===== src/rtl/clarke_frontend.sv =====
// clarke_frontend: phase-current front end ahead of the Park stage.
// Removes per-phase zero-current offsets, found by a calibration FSM that
// averages 2^CAL_LOG2 raw samples per phase. The corrected (ia, ib) pair then
// goes through a 3-stage Clarke transform pipeline that yields alpha/beta.
//   alpha = ia_c
//   beta  = (ia_c + 2*ib_c) / sqrt(3)
module clarke_frontend #(
  parameter int W             = 16,
  parameter int CAL_LOG2      = 6,
  parameter int INV_SQRT3_Q15 = 18919
) (
  input  logic                clk,
  input  logic                rst,
  input  logic                cal_start,
  input  logic                in_valid,
  input  logic signed [W-1:0] ia,
  input  logic signed [W-1:0] ib,
  output logic                out_valid,
  output logic signed [W-1:0] alpha,
  output logic signed [W-1:0] beta,
  output logic                cal_busy,
  output logic                cal_done,
  output logic signed [W-1:0] offset_a,
  output logic signed [W-1:0] offset_b
);

  // Accumulator wide enough for 2^CAL_LOG2 full-scale samples without overflow
  localparam int AW = W + CAL_LOG2;
  // Stage-2 product width
  localparam int PW = 2 * W + 2;
  // Sum width for ia_c + 2*ib_c
  localparam int SW = W + 2;

  localparam logic signed [PW-1:0] K_INV_SQRT3 = PW'(INV_SQRT3_Q15);
  localparam logic signed [PW-1:0] ROUND_HALF  = PW'(1 << 14);
  localparam logic [CAL_LOG2-1:0]  CNT_ONE     = CAL_LOG2'(1);

  localparam logic signed [W-1:0] W_MAX = {1'b0, {(W-1){1'b1}}};
  localparam logic signed [W-1:0] W_MIN = {1'b1, {(W-1){1'b0}}};

  typedef enum logic {
    RUN = 1'b0,
    CAL = 1'b1
  } state_t;

  state_t state, state_next;

  logic signed [AW-1:0]     acc_a, acc_b;
  logic signed [AW-1:0]     acc_a_next, acc_b_next;
  logic signed [AW-1:0]     acc_a_sum, acc_b_sum;
  logic [CAL_LOG2-1:0]      cnt, cnt_next;
  logic signed [W-1:0]      off_a_next, off_b_next;
  logic                     done_next;

  logic                     accept;
  logic signed [W:0]        diff_a, diff_b;

  logic                     s1_valid;
  logic signed [W-1:0]      s1_ia, s1_ib;
  logic signed [SW-1:0]     s_sum;
  logic signed [PW-1:0]     p_calc;

  logic                     s2_valid;
  logic signed [W-1:0]      s2_ia;
  logic signed [PW-1:0]     s2_p;
  logic signed [PW-1:0]     p_rounded;
  logic signed [W-1:0]      beta_sat;

  // Clamp a (W+1)-bit difference back into W bits; overflow shows as the top
  // two bits disagreeing.
  function automatic logic signed [W-1:0] sat_diff(input logic signed [W:0] x);
    logic signed [W-1:0] r;
    if (x[W] != x[W-1]) begin
      r = x[W] ? W_MIN : W_MAX;
    end else begin
      r = x[W-1:0];
    end
    return r;
  endfunction

  // Clamp a product-width value into W bits; it fits only when every bit
  // from the W-1 position upward equals the sign bit.
  function automatic logic signed [W-1:0] sat_prod(input logic signed [PW-1:0] x);
    logic signed [W-1:0] r;
    logic [PW-W:0]       top;
    top = x[PW-1:W-1];
    if ((top == '0) || (top == '1)) begin
      r = x[W-1:0];
    end else begin
      r = x[PW-1] ? W_MIN : W_MAX;
    end
    return r;
  endfunction

  assign acc_a_sum = acc_a + AW'(ia);
  assign acc_b_sum = acc_b + AW'(ib);

  // Calibration FSM next-state logic: arm on cal_start, accumulate raw samples,
  // latch averaged offsets on the final sample.
  always_comb begin
    state_next = state;
    acc_a_next = acc_a;
    acc_b_next = acc_b;
    cnt_next   = cnt;
    off_a_next = offset_a;
    off_b_next = offset_b;
    done_next  = 1'b0;
    case (state)
      RUN: begin
        if (cal_start) begin
          state_next = CAL;
          acc_a_next = '0;
          acc_b_next = '0;
          cnt_next   = '0;
        end
      end
      CAL: begin
        if (in_valid) begin
          acc_a_next = acc_a_sum;
          acc_b_next = acc_b_sum;
          cnt_next   = cnt + CNT_ONE;
          if (cnt == '1) begin
            state_next = RUN;
            off_a_next = W'(acc_a_sum >>> CAL_LOG2);
            off_b_next = W'(acc_b_sum >>> CAL_LOG2);
            done_next  = 1'b1;
          end
        end
      end
      default: begin
        state_next = RUN;
      end
    endcase
  end

  // Calibration state, accumulators, offsets and status flags
  always_ff @(posedge clk) begin
    if (rst) begin
      state    <= RUN;
      acc_a    <= '0;
      acc_b    <= '0;
      cnt      <= '0;
      offset_a <= '0;
      offset_b <= '0;
      cal_busy <= 1'b0;
      cal_done <= 1'b0;
    end else begin
      state    <= state_next;
      acc_a    <= acc_a_next;
      acc_b    <= acc_b_next;
      cnt      <= cnt_next;
      offset_a <= off_a_next;
      offset_b <= off_b_next;
      cal_busy <= (state_next == CAL);
      cal_done <= done_next;
    end
  end

  // Samples only enter the pipeline while running; calibration samples are consumed by the FSM
  assign accept = in_valid && (state == RUN);
  assign diff_a = $signed({ia[W-1], ia}) - $signed({offset_a[W-1], offset_a});
  assign diff_b = $signed({ib[W-1], ib}) - $signed({offset_b[W-1], offset_b});

  // Stage 1: offset removal with saturation
  always_ff @(posedge clk) begin
    if (rst) begin
      s1_valid <= 1'b0;
      s1_ia    <= '0;
      s1_ib    <= '0;
    end else begin
      s1_valid <= accept;
      if (accept) begin
        s1_ia <= sat_diff(diff_a);
        s1_ib <= sat_diff(diff_b);
      end
    end
  end

  assign s_sum  = SW'(s1_ia) + (SW'(s1_ib) <<< 1);
  assign p_calc = PW'(s_sum) * K_INV_SQRT3;

  // Stage 2: scale ia_c + 2*ib_c by 1/sqrt(3) in Q15, forward ia_c
  always_ff @(posedge clk) begin
    if (rst) begin
      s2_valid <= 1'b0;
      s2_ia    <= '0;
      s2_p     <= '0;
    end else begin
      s2_valid <= s1_valid;
      if (s1_valid) begin
        s2_ia <= s1_ia;
        s2_p  <= p_calc;
      end
    end
  end

  assign p_rounded = (s2_p + ROUND_HALF) >>> 15;
  assign beta_sat  = sat_prod(p_rounded);

  // Stage 3: round-half-up and saturate beta; outputs hold between valid samples
  always_ff @(posedge clk) begin
    if (rst) begin
      out_valid <= 1'b0;
      alpha     <= '0;
      beta      <= '0;
    end else begin
      out_valid <= s2_valid;
      if (s2_valid) begin
        alpha <= s2_ia;
        beta  <= beta_sat;
      end
    end
  end

endmodule

===== config.mk =====
export PLATFORM = sky130hd
export DESIGN_NAME = clarke_frontend
export DESIGN_NICKNAME = d
export VERILOG_FILES = /design/src/rtl/clarke_frontend.sv
export SDC_FILE = /design/constraint.sdc
export NUM_CORES = 1
export LEC_CHECK = 0
export CAP_MARGIN = 20
export CORE_MARGIN = 8
export CORE_UTILIZATION = 57
export CTS_CLUSTER_DIAMETER = 80
export DETAILED_ROUTE_END_ITERATION = 8
export MAX_ROUTING_LAYER = met4
export PLACE_DENSITY = 0.87
export SLEW_MARGIN = 20
export SYNTH_ARGS = -nofsm -noshare
export SYNTH_HDL_FRONTEND = slang
export SYNTH_SLANG_ARGS = --single-unit

===== constraint.sdc =====
create_clock -name clk -period 18.2 [get_ports clk]
set_input_delay 2.73 -clock clk [delete_from_list [all_inputs] [get_ports clk]]
set_output_delay 2.73 -clock clk [all_outputs]
set_load 0.01 [all_outputs]

==> results.md <==
- Outcome: finished clean
- Synth Register Bits: 187
- Height of the die: 190 microns
- CP max stage delay: 0.54 ns
- Routability cong.: 0.995
- CTS buffer count: 17
- Worst Clk Skew: 0.00929 ns
- Levels on crit path: 28
- Num ports: 103
- EDFF count, synth: 0
- DRT antenna net count: 0
- Main flop type after synthesis: dfxtp_1
- CTS Sinks: 187
- DR DRC count: 0
- Setup WS post-layout: 10.12 ns
- CTS max path bufs: 2
- Kind of critical path: reg2reg
- Maximum fanout along the worst path: 5
- Post-synthesis area per instance: 8.65 sq um
- Number of vias per cell: 5.99
- Slew HR: 29.1%
- Final hold violation count: 0
- Post-synth top area share: 21.8%
- Sum Neg Setup Slack: 0 ns
- Initial Utilization: 57.9%
- Wire per inst: 18.0 microns
- Max_cap viols: 0
- Fillers: around 2300
- Worst r2r path cells: 28
- Sequential share of the synthesized area: 21.8%
- Area delta synth->final: 12.0%
- Drt total wl: 44.3 mm
- Hold Path Class: reg2reg
- Share of cells above drive strength 1: between 4 and 5%
- Slew Limit Fails: 0
- GRT Overall Usage: between 20% and 30%
- Hold_buf cts: 0
- Clk Latency, worst-skew pair: 0.45 ns
- Dominant cell type by area after synthesis: dfxtp_1
- Yosys cell types: 90
- Congestion Overflow GR: 0
- Worst Hold Depth: 2
- Starting DRT DRC Count: 1195
- Cts repair resizes: 0
- Yosys warns: 0
- RSZ-0062 raised after global routing: false
- Die ar.: 35900 sq um
- Clock Tree Root: clkbuf_16
- Diodes inserted: 0
- Drt pass-1 iters: 5
- Fin crit period: 8.08 ns
- Final instance count without filler cells: 2457
- CTS tree: yes
- FP Rows: 63
- Post-Syn Nets: 2339
- Largest cells by area after synthesis: dfxtp_1, ha_1, fa_1
- CP bufs+invs: 4
- Initial antenna violation count: 0
- Via count: 14700
- Required @ worst endpoint: 18.53 ns
- Core area: 29600 sq um
- Final #Nets: 2408
- Multi-input gate area: 12300 sq um
- H-Tree Depth: 4
- FFs w/ async S/R, synth: 0%
- Final setup viols: 0
- DP Worst Slack: 10.23 ns
- Clock transition at the registers of the reported paths: 0.07 ns
- Hold Slack: 0.474 ns
- Crit end category: flip-flop
- WP data arrival: 8.42 ns
- Largest net degree at the start of global routing: 73
- Most used cell, CP: fa_1
- Global-route wire length before repair: 73.8 mm
- Delay-heaviest family, CP: adder cells
- Vias in the first global route: 15000
- Die Wd: ~190 microns
- Startpoint Class: flip-flop
- Fmax: 124 MHz
- Slew of the pin with the lowest slew margin: 1.06 ns
- Post-CTS setup buffers: 0
- Mapped Cells: a little under 2000
- Critical-path top delay cell: fa_1
- Inst Count DP: 2423
- Storage element area: 3740 sq um
- Synth Cell Area: between 15000 and 20000 sq um
- Final Cycle Share: 44.4%
- Quantity of I/O buffers inserted on ports: 102
- Dpl hpwl: 34.1 mm
[sequential cells by signal, indices dropped and copies added, names as in the netlist, 16 cells and up]
register and flops:
acc_a 22, s2_ia 16, offset_a 16, s2_p 20, offset_b 16, alpha 16
s1_ib 16, s1_ia 16, beta 16, acc_b 22
[stage by stage]
stage	instance area [sq um]	util [%]
after floorplan	17200	-
after global placement	18500	62.5
after detailed placement	18500	62.5
after CTS	19200	64.8
after global routing	19200	64.9
final	19200	64.9
[kinds of logic (layout without fill, tap and decap cells)]
kind of cell / count (synthesis) / in the layout / synth area share, %
adder cells (fa/ha/maj): 348 / 348 / 29.8
AND/OR/NAND/NOR: 502 / 502 / 13.9
XOR/XNOR: 117 / 117 / 6.01
AO/OA/AOI/OAI: 468 / 468 / 18.5
flip-flops: 187 / 187 / 21.8
buffers and inverters: 309 / 391 / 6.85
multiplexers: 54 / 54 / 3.18
[Yosys cell counts, types with 5 or more instances]
cell,count
a211oi_1,37
fa_1,112
nand3_1,45
o311ai_0,6
and2_1,14
or3_1,10
o211ai_1,11
a21o_1,48
nor4_1,7
or2_2,6
xnor2_1,66
a22o_1,14
nand4_1,14
nand2b_1,10
maj3_1,30
nor2_1,167
a22oi_1,20
o31ai_1,10
and4_1,7
clkbuf_1,49
and3_1,17
nor3_1,31
a31oi_1,15
ha_1,206
dfxtp_1,187
inv_1,243
xor2_1,50
o21bai_1,11
a21oi_1,133
nand3b_1,5
nor3b_1,5
nand4b_1,6
o21a_1,15
nand2_1,127
buf_1,10
mux2i_1,50
nor2b_1,17
o21ai_0,80
a221o_1,5
[final cells by class]
cell class	instances	share of cell area (%)
inverters	244	4.76
well taps	390	2.54
multi-input cells	1489	63.9
clock buffers	19	2.35
flip-flops and latches	187	19.5
repair buffers	115	5.87
clock inverters	13	1.15
[metal layers]
metal | routed length [microns] | global-route usage (%) | vias up
met4 | 1720 | 10.6 | 0
met2 | 22000 | 44.1 | 484
met1 | 18500 | 29.9 | 7065
met3 | 2070 | 2.75 | 120
li1 | - | - | 7058
met5 | 0 | - | -
[tightest hold or removal path, delay by kind of cell (launching register included)]
| kind | cells | cell delay [ns] |
|---|---|---|
| flip-flops | 1 | 0.32 |
| AO/OA/AOI/OAI | 1 | 0.05 |
| AND/OR/NAND/NOR | 1 | 0.06 |
[final timing paths]
kind                                                from                       end  slack (ns)
worst min register to register  offset_b[7]$_SDFFE_PP0P_  offset_b[7]$_SDFFE_PP0P_        0.47
worst max register to register     s1_ia[1]$_SDFFE_PP0P_     s2_p[33]$_SDFFE_PP0P_       10.12
worst min-delay path            offset_b[7]$_SDFFE_PP0P_  offset_b[7]$_SDFFE_PP0P_        0.47
worst max-delay path               s1_ia[1]$_SDFFE_PP0P_     s2_p[33]$_SDFFE_PP0P_       10.12
[placed cells by master (no fill, tap or decap), types with 16 or more instances in the layout]
master,instances
nor2_1,166
and3_1,17
nand3_1,45
nor2b_1,16
xnor2_1,66
clkbuf_16,17
xor2_1,50
nand2_1,127
o21ai_0,80
a21o_1,48
nor3_1,31
maj3_1,30
a22oi_1,20
clkdlybuf4s50_1,101
inv_1,243
mux2i_1,50
a21oi_1,133
ha_1,206
dfxtp_1,186
fa_1,112
a211oi_1,37
Power is left out: the tool's default activity adds up to more than one toggle a clock period on the data nets, which glitch-free logic cannot reach.
